`src/rtl/hdmi_pkg.sv`:
```
// rtl/hdmi_pkg.sv - shared types and defaults for the frame buffer reader
package hdmi_pkg;

    localparam int FRAME_PIXELS_DEFAULT = 307200;
    localparam int LAT_CNT_W            = 3;

    typedef logic [19:0] pix_addr_t;
    typedef logic [23:0] pixel_t;

    typedef enum logic [1:0] {
        ST_IDLE  = 2'd0,
        ST_ISSUE = 2'd1,
        ST_WAIT  = 2'd2,
        ST_RESP  = 2'd3
    } fb_state_t;

endpackage

```
`src/rtl/fb_latency_counter.sv`:
```
// rtl/fb_latency_counter.sv - loadable down-counter with zero flag for read latency
module fb_latency_counter
    import hdmi_pkg::*;
(
    input  logic                 system_clk,
    input  logic                 n_rst,
    input  logic                 load,
    input  logic [LAT_CNT_W-1:0] load_value,
    input  logic                 count_en,
    output logic                 zero
);

    logic [LAT_CNT_W-1:0] cnt_q;

    // Load wins over counting; counting saturates at zero so it never wraps.
    always_ff @(posedge system_clk or negedge n_rst) begin
        if (!n_rst) begin
            cnt_q <= '0;
        end else if (load) begin
            cnt_q <= load_value;
        end else if (count_en && (cnt_q != '0)) begin
            cnt_q <= cnt_q - 1'b1;
        end
    end

    assign zero = (cnt_q == '0);

endmodule

```
`src/rtl/frame_buffer_reader.sv`:
```
// rtl/frame_buffer_reader.sv - pixel fetch from SRAM for the HDMI path; FB_TEST_PATTERN_EN replaces SRAM data with an address pattern
module frame_buffer_reader
    import hdmi_pkg::*;
#(
    parameter int FRAME_PIXELS = FRAME_PIXELS_DEFAULT,
    parameter int MEM_LATENCY  = 2
) (
    input  logic        system_clk,
    input  logic        n_rst,
    input  logic        read_request,
    input  logic [19:0] address_line,
    output logic [23:0] data_line,
    output logic        data_ready,
    output logic        frame_done,
    output logic [19:0] mem_addr,
    output logic        mem_read,
    input  logic        mem_busy,
    input  logic [31:0] mem_rdata,
    output logic        req_overrun
);

    // WAIT spends MEM_LATENCY cycles: count from MEM_LATENCY-1 down to zero.
    localparam logic [LAT_CNT_W-1:0] LAT_LOAD = LAT_CNT_W'(MEM_LATENCY - 1);

    fb_state_t state_q, state_d;
    pix_addr_t addr_q;
    pixel_t    data_q;
    pixel_t    fill_pixel;
    logic      ovr_q;
    logic      in_range;
    logic      issue_go;
    logic      cnt_load;
    logic      cnt_en;
    logic      cnt_zero;
    logic      capture;
    logic      unused_ok;

    assign in_range = (32'(address_line) < FRAME_PIXELS);

`ifdef FB_TEST_PATTERN_EN
    // Pattern mode keeps the access timing but never touches the SRAM.
    assign issue_go   = 1'b1;
    assign fill_pixel = {3{addr_q[7:0]}};
    assign mem_read   = 1'b0;
    assign unused_ok  = ^{mem_rdata, mem_busy};
`else
    assign issue_go   = ~mem_busy;
    assign fill_pixel = mem_rdata[23:0];
    assign mem_read   = (state_q == ST_ISSUE);
    assign unused_ok  = ^mem_rdata[31:24];
`endif

    fb_latency_counter u_lat (
        .system_clk (system_clk),
        .n_rst      (n_rst),
        .load       (cnt_load),
        .load_value (LAT_LOAD),
        .count_en   (cnt_en),
        .zero       (cnt_zero)
    );

    // State register; reset abandons any in-flight access.
    always_ff @(posedge system_clk or negedge n_rst) begin
        if (!n_rst) begin
            state_q <= ST_IDLE;
        end else begin
            state_q <= state_d;
        end
    end

    // Next-state and per-state control strobes.
    always_comb begin
        state_d  = state_q;
        cnt_load = 1'b0;
        cnt_en   = 1'b0;
        capture  = 1'b0;
        case (state_q)
            ST_IDLE: begin
                if (read_request) begin
                    state_d = in_range ? ST_ISSUE : ST_RESP;
                end
            end
            ST_ISSUE: begin
                if (issue_go) begin
                    cnt_load = 1'b1;
                    state_d  = ST_WAIT;
                end
            end
            ST_WAIT: begin
                if (cnt_zero) begin
                    capture = 1'b1;
                    state_d = ST_RESP;
                end else begin
                    cnt_en = 1'b1;
                end
            end
            ST_RESP: begin
                state_d = ST_IDLE;
            end
            default: begin
                state_d = ST_IDLE;
            end
        endcase
    end

    // Address is only taken in IDLE so late requests cannot disturb an access.
    always_ff @(posedge system_clk or negedge n_rst) begin
        if (!n_rst) begin
            addr_q <= '0;
        end else if ((state_q == ST_IDLE) && read_request) begin
            addr_q <= address_line;
        end
    end

    // Pixel register: black for out-of-range requests, fetched pixel otherwise; holds between responses.
    always_ff @(posedge system_clk or negedge n_rst) begin
        if (!n_rst) begin
            data_q <= '0;
        end else if ((state_q == ST_IDLE) && read_request && !in_range) begin
            data_q <= '0;
        end else if (capture) begin
            data_q <= fill_pixel;
        end
    end

    // Sticky overrun: any request seen while not in IDLE.
    always_ff @(posedge system_clk or negedge n_rst) begin
        if (!n_rst) begin
            ovr_q <= 1'b0;
        end else if (read_request && (state_q != ST_IDLE)) begin
            ovr_q <= 1'b1;
        end
    end

    assign data_line   = data_q;
    assign data_ready  = (state_q == ST_RESP);
    assign frame_done  = (state_q == ST_RESP) && (32'(addr_q) == (FRAME_PIXELS - 1));
    assign mem_addr    = (state_q == ST_ISSUE) ? addr_q : '0;
    assign req_overrun = ovr_q;

endmodule

```
`config.mk`:
```
export PLATFORM = sky130hd
export DESIGN_NAME = frame_buffer_reader
export DESIGN_NICKNAME = d
export VERILOG_FILES = /design/src/rtl/hdmi_pkg.sv /design/src/rtl/fb_latency_counter.sv /design/src/rtl/frame_buffer_reader.sv
export SDC_FILE = /design/constraint.sdc
export NUM_CORES = 1
export LEC_CHECK = 0
export CORE_ASPECT_RATIO = 1.5
export CORE_UTILIZATION = 40
export DETAILED_ROUTE_END_ITERATION = 7
export MAX_ROUTING_LAYER = met4
export PLACE_DENSITY = 0.73
export SYNTH_ARGS = -nofsm -noshare
export SYNTH_HDL_FRONTEND = slang
export SYNTH_SLANG_ARGS = --single-unit
export TNS_END_PERCENT = 10
```
`constraint.sdc`:
```
create_clock -name system_clk -period 4.8 [get_ports system_clk]
set_clock_uncertainty 0.2 [all_clocks]
set_input_delay 0.96 -clock system_clk [delete_from_list [all_inputs] [get_ports system_clk]]
set_output_delay 0.96 -clock system_clk [all_outputs]
set_load 0.05 [all_outputs]
```
==> flow_summary.yaml, run 1 <==
run_status:
  status: "completed"
clock_tree:
  clockBufferDepth: 2
  cts.htree.levels: 2
  cts_made_buffers: 5
  postCtsSetupBuffers: 0
  cts_root_buf: "clkbuf_8"
  numClockSinks: 50
  clkTransAtPathRegs_ns: 0.08
  cts_hold_buf: 0
  tritoncts: "built"
  insertion_delay_ns: 0.29
  cts_resized: 0
floorplanning:
  rows: 34
  dieArea_um2: 6345
  die_w_um: 65.38
  core_um2: 5786
  die_h_um: 97.06
  floorplan.initialDensity_pct: 41.65
  top_level_ports: 104
sta:
  relSlewSlack_pct: 26.69
  min_period_ns: 3.616
  max_freq_mhz: 276.5
  min_period_over_period_pct: 75.34
  setup_viol: 0
  final_hold_viol_count: 0
  final.setup.tns_ns: 0
  rsz0062_at_grt: "no"
  tightest_slew_ns: 1.100
  slew_violations: 0
placed_design:
  dp_hpwl_um: 3861
  gp_congestion: 0.7388
  portBuffers: 95
  dpl_cell_area_um2: 3374
route:
  wl_um: 5442
  num_vias: 1983
  drtIter0Drc: 50
  via_per_inst: 4.933
  drc: 0
  ant_nets: 0
  dr.pass1.iters: 4
  wl_per_cell_um: 13.54
power_and_ir_drop:
  irDropWorstVdd_v: 0.0003715
  power_density_nw_per_um2: 649.5
  p_leak_nw: 1.727
job:
  max_cap_violations: 0
synth:
  syn_nets: 304
  ys.warnings.count: 0
  synth_area_um2: 2410
  ys.flop_type: "dfrtp_1"
  postSynthAreaPerCell_um2: 9.999
  synth_edf_count: 0
  synthTopCellsByArea: "dfrtp_1 (52%), mux2i_1 (10%), nand2_1 (9.7%), and2_1 (5.7%), a21oi_1 (5.4%)"
  syn_inst: 241
  ys_types: 33
  synth_top_area_share_pct: 51.92
  yosysSeqAreaShare_pct: 51.92
  ys_seq_elements: 50
  synth_top_area_cell: "dfrtp_1"
  async_flop_share_pct: 100.0
setup_path:
  r2r-start: "state_q[1]$_DFFE_PN0P_"
  end_kind: "primary output"
  critPathArrivalTime_ns: 2.46
  r2r-end: "state_q[0]$_DFFE_PN0P_"
  worst-setup-path-type: "reg2out"
  startpoint_type: "flop"
  path_max_fanout: 23
  worstPathRequired_ns: 3.64
  r2r_slack_ns: 2.74
  reg2regPathDepth: 5
cells_and_area:
  final_cell_area_um2: 3487
  seqCellArea_um2: 1251
  final_nets: 393
  nFillCells: 526
  antennaDiodeCount: 0
  multiInputGateArea_um2: 1054
  final_common_cell: "clkdlybuf4s50_1"
  area_growth_syn_to_layout_pct: 44.70
  mostFrequentLayoutCells: "clkdlybuf4s50_1 (94), nand2_1 (62), dfrtp_1 (50)"
  drive_gt1_share_pct: 3.939
worst_hold_path:
  worstHoldStart: "req_overrun$_DFFE_PN0P_"
  min_path_cells: 1
  min_to: "req_overrun$_DFFE_PN0P_"
  hp-class: "reg2reg"
global_route:
  grt_max_degree: 51
  grt_pass1_vias: 2025
  track_usage_pct: 18.86
  antenna_found_initial: 0
  grt_pass1_wl_um: 9156
  grt_overflow: 0
[area by class of cell]
type                            instances  area share, %
Inverter                                5         0.5382
Clock buffer                            6          2.368
Timing Repair Buffer                   97          27.56
Clock inverter                          1         0.8611
Tap cell                               72          2.583
Multi-Input combinational cell        171          30.21
Sequential cell                        50          35.88
[how the worst max path moves through the flow]
stage	startpoint	to	depth (start not counted)
final	state_q[1]$_DFFE_PN0P_	mem_addr[16]	4
after global placement	state_q[1]$_DFFE_PN0P_	mem_addr[13]	4
after floorplan	state_q[0]$_DFFE_PN0P_	frame_done	3
after detailed placement	state_q[1]$_DFFE_PN0P_	mem_addr[16]	4
after global routing	state_q[1]$_DFFE_PN0P_	mem_addr[16]	4
after CTS	state_q[1]$_DFFE_PN0P_	mem_addr[16]	4
[worst max-delay path, cell delays in order (launching register included)]
cell	delay, ns
dfrtp_1	0.42
inv_1	0.13
ha_1	0.58
and2_1	0.22
clkdlybuf4s50_1	0.81
[cells by family (layout without fill, tap and decap cells)]
kind of cell / after synthesis / in the layout / synth area share, %
AND/OR/NAND/NOR: 102 / 102 / 19.99
AO/OA/AOI/OAI: 37 / 37 / 9.709
adder cells (fa/ha/maj): 7 / 7 / 3.634
flip-flops: 50 / 50 / 51.92
multiplexers: 25 / 25 / 10.38
buffers and inverters: 20 / 109 / 4.361
[Yosys cell counts (3+ instances only)]
master     n
nand2_1   62
buf_4      3
ha_1       7
nor2_1     4
buf_2      3
a21oi_1   26
mux2i_1   25
clkbuf_1   7
dfrtp_1   50
and2_1    22
inv_1      5
[registers in the layout (all words and copies together), names as in the netlist]
signal	flops
data_line	24
req_overrun	1
addr_q	20
u_lat.cnt_q	3
state_q	2
[metal layers]
layer / track usage (%) / share of wire [%]
met5: - / 0
met4: 5.518 / 0.99
met3: 3.169 / 6.0
met2: 31.72 / 50
met1: 22.80 / 43
[power by group]
part	internal, mW	switching (mW)
clock	0.167	0.130
sequential	0.597	0.107
combinational	0.452	0.813
[metrics by stage]
stage               instances  utilization (%)  hold slack [ns]  power [mW]  setup WS, ns
finish                    402            60.27           0.2690       2.265         1.184
global route              402            60.27           0.3096       2.413         1.032
CTS                       402            60.27           0.2781       2.287         1.144
detailed placement        395            58.33           0.2501       1.985         1.482
global placement          395            58.33           0.2497       1.958         1.487
floorplan                 241                -           0.2512       1.580         1.145
(Power assumes the default switching activity.)
==> inputs of run 2 (changes only) <==
- CORE_UTILIZATION: 40 -> 38
- clock period: 4.8 -> 3.1 ns (I/O delays scaled with it)
==> run 2 against run 1 <==
Effect of this change: register-to-register slack worse by 1.7 ns; clock power up 30%; core utilization down 4.2 points; count of clock-buffer cells in the layout down 1; sequential cell count unchanged.
==> flow_summary.yaml, run 2 (synthesis results as in run 1) <==
global_route:
  grt_pass1_vias: 2062
  grt_max_degree: 32
  grt_overflow: 0
  grt_pass1_wl_um: 9252
  antenna_found_initial: 0
  track_usage_pct: 18.40
clock_tree:
  clkTransAtPathRegs_ns: 0.09
  cts_hold_buf: 0
  cts_root_buf: "clkbuf_8"
  insertion_delay_ns: 0.30
  cts.htree.levels: 2
  postCtsSetupBuffers: 0
  clockBufferDepth: 2
  cts_made_buffers: 5
  tritoncts: "built"
  cts_resized: 0
  numClockSinks: 50
floorplanning:
  core_um2: 6131
  die_w_um: 67.02
  dieArea_um2: 6671
  top_level_ports: 104
  rows: 35
  floorplan.initialDensity_pct: 39.31
  die_h_um: 99.53
route:
  drc: 0
  wl_um: 5620
  dr.pass1.iters: 4
  via_per_inst: 4.924
  drtIter0Drc: 86
  ant_nets: 0
  num_vias: 2004
  wl_per_cell_um: 13.81
setup_path:
  worst-setup-path-type: "reg2out"
  worstPathRequired_ns: 2.28
  cpMaxStageDelayCell: "ha_1"
  end_kind: "primary output"
  worst-path-buf-inv: 2
  critPathArrivalTime_ns: 1.87
  path_max_fanout: 23
  crit_family: "adder cells"
  startpoint_type: "flop"
  crit_chain: "inv_1 -> ha_1 -> and2_1 -> buf_4"
  cp_slowest_stage_delay_ns: 0.60
sta:
  relSlewSlack_pct: 54.37
  setup_viol: 0
  tightest_slew_ns: 0.6828
  layout_setup_ws_ns: 0.4096
  max_freq_mhz: 371.7
  final.setup.tns_ns: 0
  final_hold_viol_count: 0
  min_period_over_period_pct: 86.79
  slew_violations: 0
  min_period_ns: 2.690
  rsz0062_at_grt: "no"
cells_and_area:
  final_common_cell: "clkdlybuf4s50_1"
  final_nets: 395
  drive_gt1_share_pct: 11.71
  largest_reg_flops: 24
  area_growth_syn_to_layout_pct: 42.58
  final_cell_area_um2: 3436
  antennaDiodeCount: 0
  mostFrequentLayoutCells: "clkdlybuf4s50_1 (72), nand2_1 (62), dfrtp_1 (50)"
placed_design:
  gp_congestion: 0.8193
  pre_cts_ws_ns: 0.7304
  dpl_cell_area_um2: 3343
  portBuffers: 95
  dp_hpwl_um: 4155
power_and_ir_drop:
  irDropWorstVdd_v: 0.0004940
  p_leak_nw: 1.762
  power_density_nw_per_um2: 995.9
  p_total_mw: 3.422
run_status:
  status: "completed"
job:
  max_cap_violations: 0
worst_hold_path:
  hp-class: "in2async"
[run 2: changes by cell type in the layout (fill, tap and decap cells not counted), sizes merged]
cell           change
buf               +24
clkdlybuf4s50     -22
clkinvlp           +2
bufinv             -1
clkbuf             -1
inv                +1
[run 2: layer usage]
| layer | routed length [um] | global-route usage, % | up-vias |
|---|---|---|---|
| met5 | 0 | - | - |
| met4 | 105 | 5.401 | 0 |
| met3 | 307 | 3.784 | 10 |
| met2 | 2904 | 30.69 | 65 |
| met1 | 2303 | 21.88 | 947 |
| li1 | - | - | 982 |
[run 2: power by group]
part | switching, mW | internal, mW | total, mW | leakage, nW
combinational | 1.27 | 0.677 | 1.95 | 1.08
sequential | 0.165 | 0.923 | 1.09 | 0.642
clock | 0.224 | 0.162 | 0.386 | 0.0408
[run 2: final timing paths]
check / depth (start not counted) / slack, ns / start / endpoint
max in group asynchronous: 2 / 1.88 / n_rst / addr_q[9]$_DFFE_PN0N_
min reg2reg: 1 / 0.27 / req_overrun$_DFFE_PN0P_ / req_overrun$_DFFE_PN0P_
max reg2reg: 5 / 1.00 / state_q[1]$_DFFE_PN0P_ / state_q[1]$_DFFE_PN0P_
max: 4 / 0.41 / state_q[1]$_DFFE_PN0P_ / mem_addr[4]
min: 1 / 0.05 / n_rst / addr_q[3]$_DFFE_PN0N_
min in group system_clk: 1 / 0.27 / req_overrun$_DFFE_PN0P_ / req_overrun$_DFFE_PN0P_
[run 2: stage by stage]
step,util (%),hold slack (ns),instances
6_report,56.04,0.05183,407
5_1_grt,56.04,0.06870,407
4_1_cts,56.04,0.06452,407
3_5_place_dp,54.53,0.2486,399
3_3_place_gp,54.53,0.2457,399
2_1_floorplan,-,0.1244,241
[run 2: area by class of cell]
cell class	count	area, um^2
Multi-Input combinational cell	171	1060
Sequential cell	50	1251
Clock inverter	3	23.77
Clock buffer	5	68.82
Timing Repair Buffer	99	920.9
Tap cell	74	92.59
Fill cell	585	2695
Inverter	5	18.77
[run 2: worst register-to-register path: cells and delay by family (launching register included)]
kind	cells	cell delay [ns]
adders and majority gates	1	0.43
buffers and inverters	1	0.09
DFF	1	0.38
and+or+nand+nor	1	0.26
AOI/OAI and AO/OA	2	0.65
==> inputs of run 3 (changes only) <==
- SETUP_SLACK_MARGIN: unset -> 0.5
==> run 3 against run 2 <==
Effect of this change: total power is 0.39% higher; cell count unchanged; count of clock-buffer cells in the layout up 1; wire length fell by 1.2%; register-to-register slack improved by 0.13 ns; fmax grew 8.3%; non-clock buffer count unchanged; hold slack improved by 0.16 ns; via count down 1.1%; combinational power is essentially flat; critical path type unchanged; critical endpoint is now frame_done; highest routed layer unchanged.
==> flow_summary.yaml, run 3 (synthesis results as in run 1) <==
global_route:
  grt_pass1_vias: 1937
  antenna_found_initial: 0
  grt_max_degree: 51
  track_usage_pct: 17.94
  grt_pass1_wl_um: 8914
  grt_overflow: 0
route:
  via_per_inst: 4.870
  num_vias: 1982
  ant_nets: 0
  wl_per_cell_um: 13.64
  drc: 0
  wl_um: 5551
  dr.pass1.iters: 4
  drtIter0Drc: 83
power_and_ir_drop:
  p_leak_nw: 1.799
  p_total_mw: 3.435
  irDropWorstVdd_v: 0.0005284
  power_density_nw_per_um2: 992.2
floorplanning:
  die_h_um: 99.53
  rows: 35
  floorplan.initialDensity_pct: 39.31
  core_um2: 6131
  top_level_ports: 104
  dieArea_um2: 6671
  die_w_um: 67.02
setup_path:
  end_kind: "primary output"
  worst-setup-path-type: "reg2out"
  worstPathRequired_ns: 2.28
  path_max_fanout: 3
  startpoint_type: "flop"
  critPathArrivalTime_ns: 1.66
sta:
  max_freq_mhz: 402.4
  final_hold_viol_count: 0
  final.setup.tns_ns: 0
  rsz0062_at_grt: "yes"
  min_period_ns: 2.485
  tightest_slew_ns: 0.6474
  setup_viol: 0
  slew_violations: 0
  relSlewSlack_pct: 56.73
  min_period_over_period_pct: 80.16
cells_and_area:
  drive_gt1_share_pct: 12.31
  mostFrequentLayoutCells: "clkdlybuf4s50_1 (71), nand2_1 (62), dfrtp_1 (50)"
  final_nets: 395
  antennaDiodeCount: 0
  largest_reg_flops: 24
  final_common_cell: "clkdlybuf4s50_1"
  area_growth_syn_to_layout_pct: 43.67
worst_hold_path:
  hp-class: "in2async"
placed_design:
  portBuffers: 95
  dp_hpwl_um: 3927
  gp_congestion: 0.7882
clock_tree:
  cts.htree.levels: 2
  tritoncts: "built"
  clkTransAtPathRegs_ns: 0.09
  cts_hold_buf: 0
  clockBufferDepth: 2
  cts_root_buf: "clkbuf_8"
  insertion_delay_ns: 0.30
  cts_made_buffers: 5
  numClockSinks: 50
job:
  max_cap_violations: 0
run_status:
  status: "completed"
## run 3: power breakdown
part	leakage (nW)	internal (mW)	switching [mW]	total [mW]
Combinational	1.11	0.685	1.26	1.95
Clock	0.0472	0.180	0.211	0.391
Sequential	0.642	0.924	0.172	1.10
Total	1.80	1.79	1.65	3.44
## run 3: stage by stage
step	area [um^2]	std cells	hold WS (ns)	worst slack, ns	util [%]
final	3462	407	0.2157	0.6152	56.47
after global routing	3462	407	0.2710	0.4960	56.47
after CTS	3442	406	0.2431	0.4714	56.14
after detailed placement	3344	398	0.2473	0.7210	54.55
after global placement	3344	398	0.2520	0.7410	54.55
after floorplan	2425	241	0.1244	0.5897	-
## run 3: critical path, cell delays in order, from the launching register on
cell and delay, ns:
dfrtp_1 0.38, nand4_1 0.10, or3_1 0.40, nor4_4 0.30, buf_6 0.20
## run 3: routing by layer
layer | global-route usage [%] | wire length (um) | share of wire [%]
met4 | 6.056 | 99 | 1.8
met3 | 3.326 | 267 | 4.8
met1 | 21.05 | 2351 | 42
met5 | - | 0 | 0
met2 | 30.08 | 2832 | 51
## run 3: final timing paths
| kind | start | to | slack (ns) | cells past startpoint |
|---|---|---|---|---|
| max in group asynchronous | n_rst | data_line[13]$_DFFE_PN0P_ | 2.06 | 2 |
| worst max-delay path | addr_q[3]$_DFFE_PN0N_ | frame_done | 0.62 | 4 |
| worst max register to register | state_q[0]$_DFFE_PN0P_ | data_line[22]$_DFFE_PN0P_ | 1.13 | 6 |
| worst min-delay path | n_rst | req_overrun$_DFFE_PN0P_ | 0.22 | 2 |
| min in group system_clk | req_overrun$_DFFE_PN0P_ | req_overrun$_DFFE_PN0P_ | 0.28 | 1 |
| worst min register to register | req_overrun$_DFFE_PN0P_ | req_overrun$_DFFE_PN0P_ | 0.28 | 1 |
## run 3: cell type report
cell class                      count  area (um^2)
Timing Repair Buffer               99        927.1
Tap cell                           74        92.59
Inverter                            5        18.77
Fill cell                         563         2669
Clock buffer                        6        82.58
Clock inverter                      2        12.51
Multi-Input combinational cell    171         1077
Sequential cell                    50         1251
## run 3: timing repair
action / CTS / global route
gates resized for setup: 1 / 3
pin swaps: 0 / 3
buffers inserted: 0 / 1
setup endpoints to repair: 22 / 2
hold endpoints to repair: 0 / 0
==> RTL change 1 (flow settings as in run 2) <==
Encoding of `fb_state_t`: now one-hot (4 bits for 4 states).
--- a/src/rtl/hdmi_pkg.sv
+++ b/src/rtl/hdmi_pkg.sv
@@ -7,11 +7,11 @@
     typedef logic [19:0] pix_addr_t;
     typedef logic [23:0] pixel_t;
 
-    typedef enum logic [1:0] {
-        ST_IDLE  = 2'd0,
-        ST_ISSUE = 2'd1,
-        ST_WAIT  = 2'd2,
-        ST_RESP  = 2'd3
+    typedef enum logic [3:0] {
+        ST_IDLE  = 4'b0001,
+        ST_ISSUE = 4'b0010,
+        ST_WAIT  = 4'b0100,
+        ST_RESP  = 4'b1000
     } fb_state_t;
 
 endpackage
Behaviour: no difference found for any inputs over 10 cycles, from zero or initial values and one cycle with n_rst low; not proved beyond that.
==> RTL change 1 against run 2 <==
Area after synthesis fell by 2.9%. Critical path depth down 2. Setup slack got worse by 0.097 ns. Die area fell by 2.8%. Register-to-register slack got worse by 0.02 ns. Cell count fell by 3.4%. Wire length is 0.87% lower. Sequential cell count up 2. Cell area up 8.4%. Critical endpoint is now data_ready.
Power is not compared: it rests on default switching activity, and its combinational part moved more than twofold at a synthesized area within 25%.
==> RTL change 1: results <==
group,metric,value,unit
synthesis,synthAdderAreaFrac,1.070,%
setup_path,cp.arrival,1.97,ns
synthesis,ys_seq_area_share,55.67,%
detailed_routing,drt_iter0_drc,49,
synthesis,synth.area.mux_share,9.144,%
synthesis,synth_common_cells,"nand2_1 (55), dfrtp_1 (51), o21ai_0 (26)",
place,hpwlAfterDp,4168,um
detailed_routing,wl,5571,um
synthesis,synth_compound_area_share,7.701,%
synthesis,synth_cell_types,31,
synthesis,syn-num-nets,281,
detailed_routing,vias_per_cell,4.863,
pwr,total_power,0.001732,W
setup_path,path_delay_family,"buffers and inverters",
final_layout,drive_gt1_share,14.95,%
final_layout,nFillCells,473,
synthesis,synthTopCellsByArea,"dfrtp_1 (55%), nand2_1 (8.8%), mux2_1 (8.2%)",
status,outcome,"finished clean",
grt,grt_pass1_vias,1929,
synthesis,synthFlopType,"dfrtp_1",
setup_path,critical_path_peak_fanout,6,
setup_path,slowest_delay,0.84,ns
setup_path,crit_slowest_cell,"clkdlybuf4s50_1",
final_layout,nets,378,
synthesis,synth_xor_area_share,0.7487,%
timing,maxSlewHeadroom,46.92,%
worst_hold_path,hold_class,"in2async",
grt,grt.total_usage,19.55,%
grt,grt_pass1_wl,9453,um
==> RTL change 1: changes by cell type in the layout (fill, tap and decap cells not counted), sizes merged, moves of 4 or more <==
cell,before,now
o21ai,0,28
mux2,0,19
nand2,62,56
nor4b,1,5
a21oi,26,2
mux2i,25,0
ha,7,2
==> RTL change 1: final timing paths <==
kind | cells past startpoint | start | slack [ns] | to
max | 2 | state_q[1] | 0.31 | data_ready
min | 1 | n_rst | 0.15 | addr_q[2]
max reg2reg | 4 | state_q[2] | 0.98 | data_line[4]
min reg2reg | 1 | req_overrun | 0.28 | req_overrun
max in group asynchronous | 2 | n_rst | 1.92 | addr_q[15]
min in group system_clk | 1 | req_overrun | 0.28 | req_overrun
==> RTL change 1: area by class of cell <==
cell class / count / area share, %
sequential: 52 / 34.96
timing repair buffer: 101 / 32.17
multi-input combinational: 156 / 26.66
clock buffer: 7 / 2.586
tap: 72 / 2.418
clock inverter: 1 / 0.8059
inverter: 4 / 0.4030
==> RTL change 1: metal layers <==
layer	global-route usage [%]	up-vias	part of all wire, %
li1	-	930	-
met1	23.18	914	41
met2	33.44	63	54
met3	3.738	4	4.6
met4	4.910	0	0.81
met5	-	-	0
==> RTL change 1: metrics by stage <==
stage | area (sq um) | hold WS (ns) | instances | setup WS [ns]
5_1_grt | 3726 | 0.1956 | 393 | 0.2177
4_1_cts | 3726 | 0.1676 | 393 | 0.2935
3_5_place_dp | 3600 | 0.2721 | 385 | 0.4981
2_1_floorplan | 2370 | 0.1244 | 223 | 0.1402
6_report | 3726 | 0.1508 | 393 | 0.3125
3_3_place_gp | 3600 | 0.2654 | 385 | 0.5235
==> RTL change 1: worst reg2reg max path, cell delays in order, from the launching register on <==
cell and delay (ns):
dfrtp_1 0.55, nor4b_4 0.37, nand2_1 0.55, nand2_1 0.24, o21ai_0 0.09
==> RTL change 2 (flow settings as in run 2) <==
Made on the original files. The package constant `LAT_CNT_W` goes from 3 to 2.
--- a/src/rtl/hdmi_pkg.sv
+++ b/src/rtl/hdmi_pkg.sv
@@ -2,7 +2,7 @@
 package hdmi_pkg;
 
     localparam int FRAME_PIXELS_DEFAULT = 307200;
-    localparam int LAT_CNT_W            = 3;
+    localparam int LAT_CNT_W            = 2;
 
     typedef logic [19:0] pix_addr_t;
     typedef logic [23:0] pixel_t;
Function: no difference found for any inputs over 10 cycles, from zero or initial values and one cycle with n_rst low; that may be too few to reach the edited logic, so the function may still have changed.
==> RTL change 2 against run 2 <==
Area after synthesis is 3.9% lower. Sequential cell count shrank 1. Non-clock buffer count is 1 higher. Clock power fell by 4%. Cell area is 2.3% lower. Sequential share of layout area up 0.11 points. Wire length is 0.94% higher. Setup slack better by 0.018 ns. Total power is 7.4% lower. Largest cell class unchanged. Largest power group unchanged.
==> RTL change 2: results <==
group,metric,value,unit
status,outcome,"finished clean",
detailed_routing,wl,5673,um
grt,grt_max_degree,50,
final_layout,area_growth,45.03,%
pwr,total_power,0.003169,W
synthesis,synth_common_cells,"nand2_1 (64), dfrtp_1 (49), mux2i_1 (25)",
place,post_dp_cell_area,0.003271,sq mm
place,gp_congestion,0.8421,
grt,grt_pass1_wl,9211,um
final_layout,nNonClkInverters,6,
grt,grt.total_usage,19.10,%
synthesis,synthTopCellsByArea,"dfrtp_1 (53%), mux2i_1 (11%), nand2_1 (10%)",
place,hpwlAfterDp,4098,um
synthesis,synthCells,232,
die,dieArea,0.006414,sq mm
pwr,pg_comb,0.00177,W
final_layout,clk_share,2.572,%
setup_path,cp.arrival,1.85,ns
pwr,p_leak,1.734,nW
synthesis,ys_seq_area_share,52.97,%
pwr,peakVddDrop,0.5586,mV
detailed_routing,drt_iter0_drc,103,
synthesis,syn-num-nets,294,
clocking,post_cts_buffers,0,
final_layout,seq_area,0.001226,sq mm
setup_path,slowest_delay,0.49,ns
final_layout,nets,388,
synthesis,synth-seq-cells,49,
pwr,p_int,0.001681,W
final_layout,multi_input_cells,164,
detailed_routing,vias_per_cell,4.952,
timing,worst_slew_pin_slew,0.6762,ns
pwr,seq-power,0.00103,W
grt,grt_pass1_vias,1977,
final_layout,drive_gt1_share,11.35,%
final_layout,multi_input_area,0.001003,sq mm
final_layout,num-nonclk-buffers,100,
setup_path,critical_path_peak_fanout,3,
setup_path,crit_slowest_cell,"nor4b_1",
synthesis,synth_cell_types,27,
final_layout,nFillCells,539,
final_layout,layout.nonclk_buf_share,27.66,%
place,dp_slack,0.6979,ns
-- RTL change 2: path summary, 6_finish.rpt --
path                            endpoint  depth (start not counted)  slack (ns)         from
hold reg to reg              req_overrun                          1        0.29  req_overrun
setup reg to reg           data_line[13]                          6        1.26   state_q[0]
setup / recovery              frame_done                          4        0.43   addr_q[17]
max in group asynchronous   data_line[2]                          2        2.06        n_rst
min in group system_clk      req_overrun                          1        0.29  req_overrun
hold / removal              data_line[8]                          2        0.22        n_rst
-- RTL change 2: logic make-up after synthesis --
family | count (synthesis) | synth area share (%)
AOI/OAI and AO/OA | 33 | 8.919
xor gates and xnor gates | 1 | 0.3784
adders and majority gates | 6 | 3.243
buffers and inverters | 19 | 3.946
DFF | 49 | 52.97
muxes | 25 | 10.81
and+or+nand+nor | 99 | 19.73
-- RTL change 2: metal layers --
metal / track usage (%) / share of wire (%)
met5: - / 0
met4: 7.692 / 2.2
met1: 23.73 / 43
met3: 3.873 / 6.2
met2: 29.83 / 48
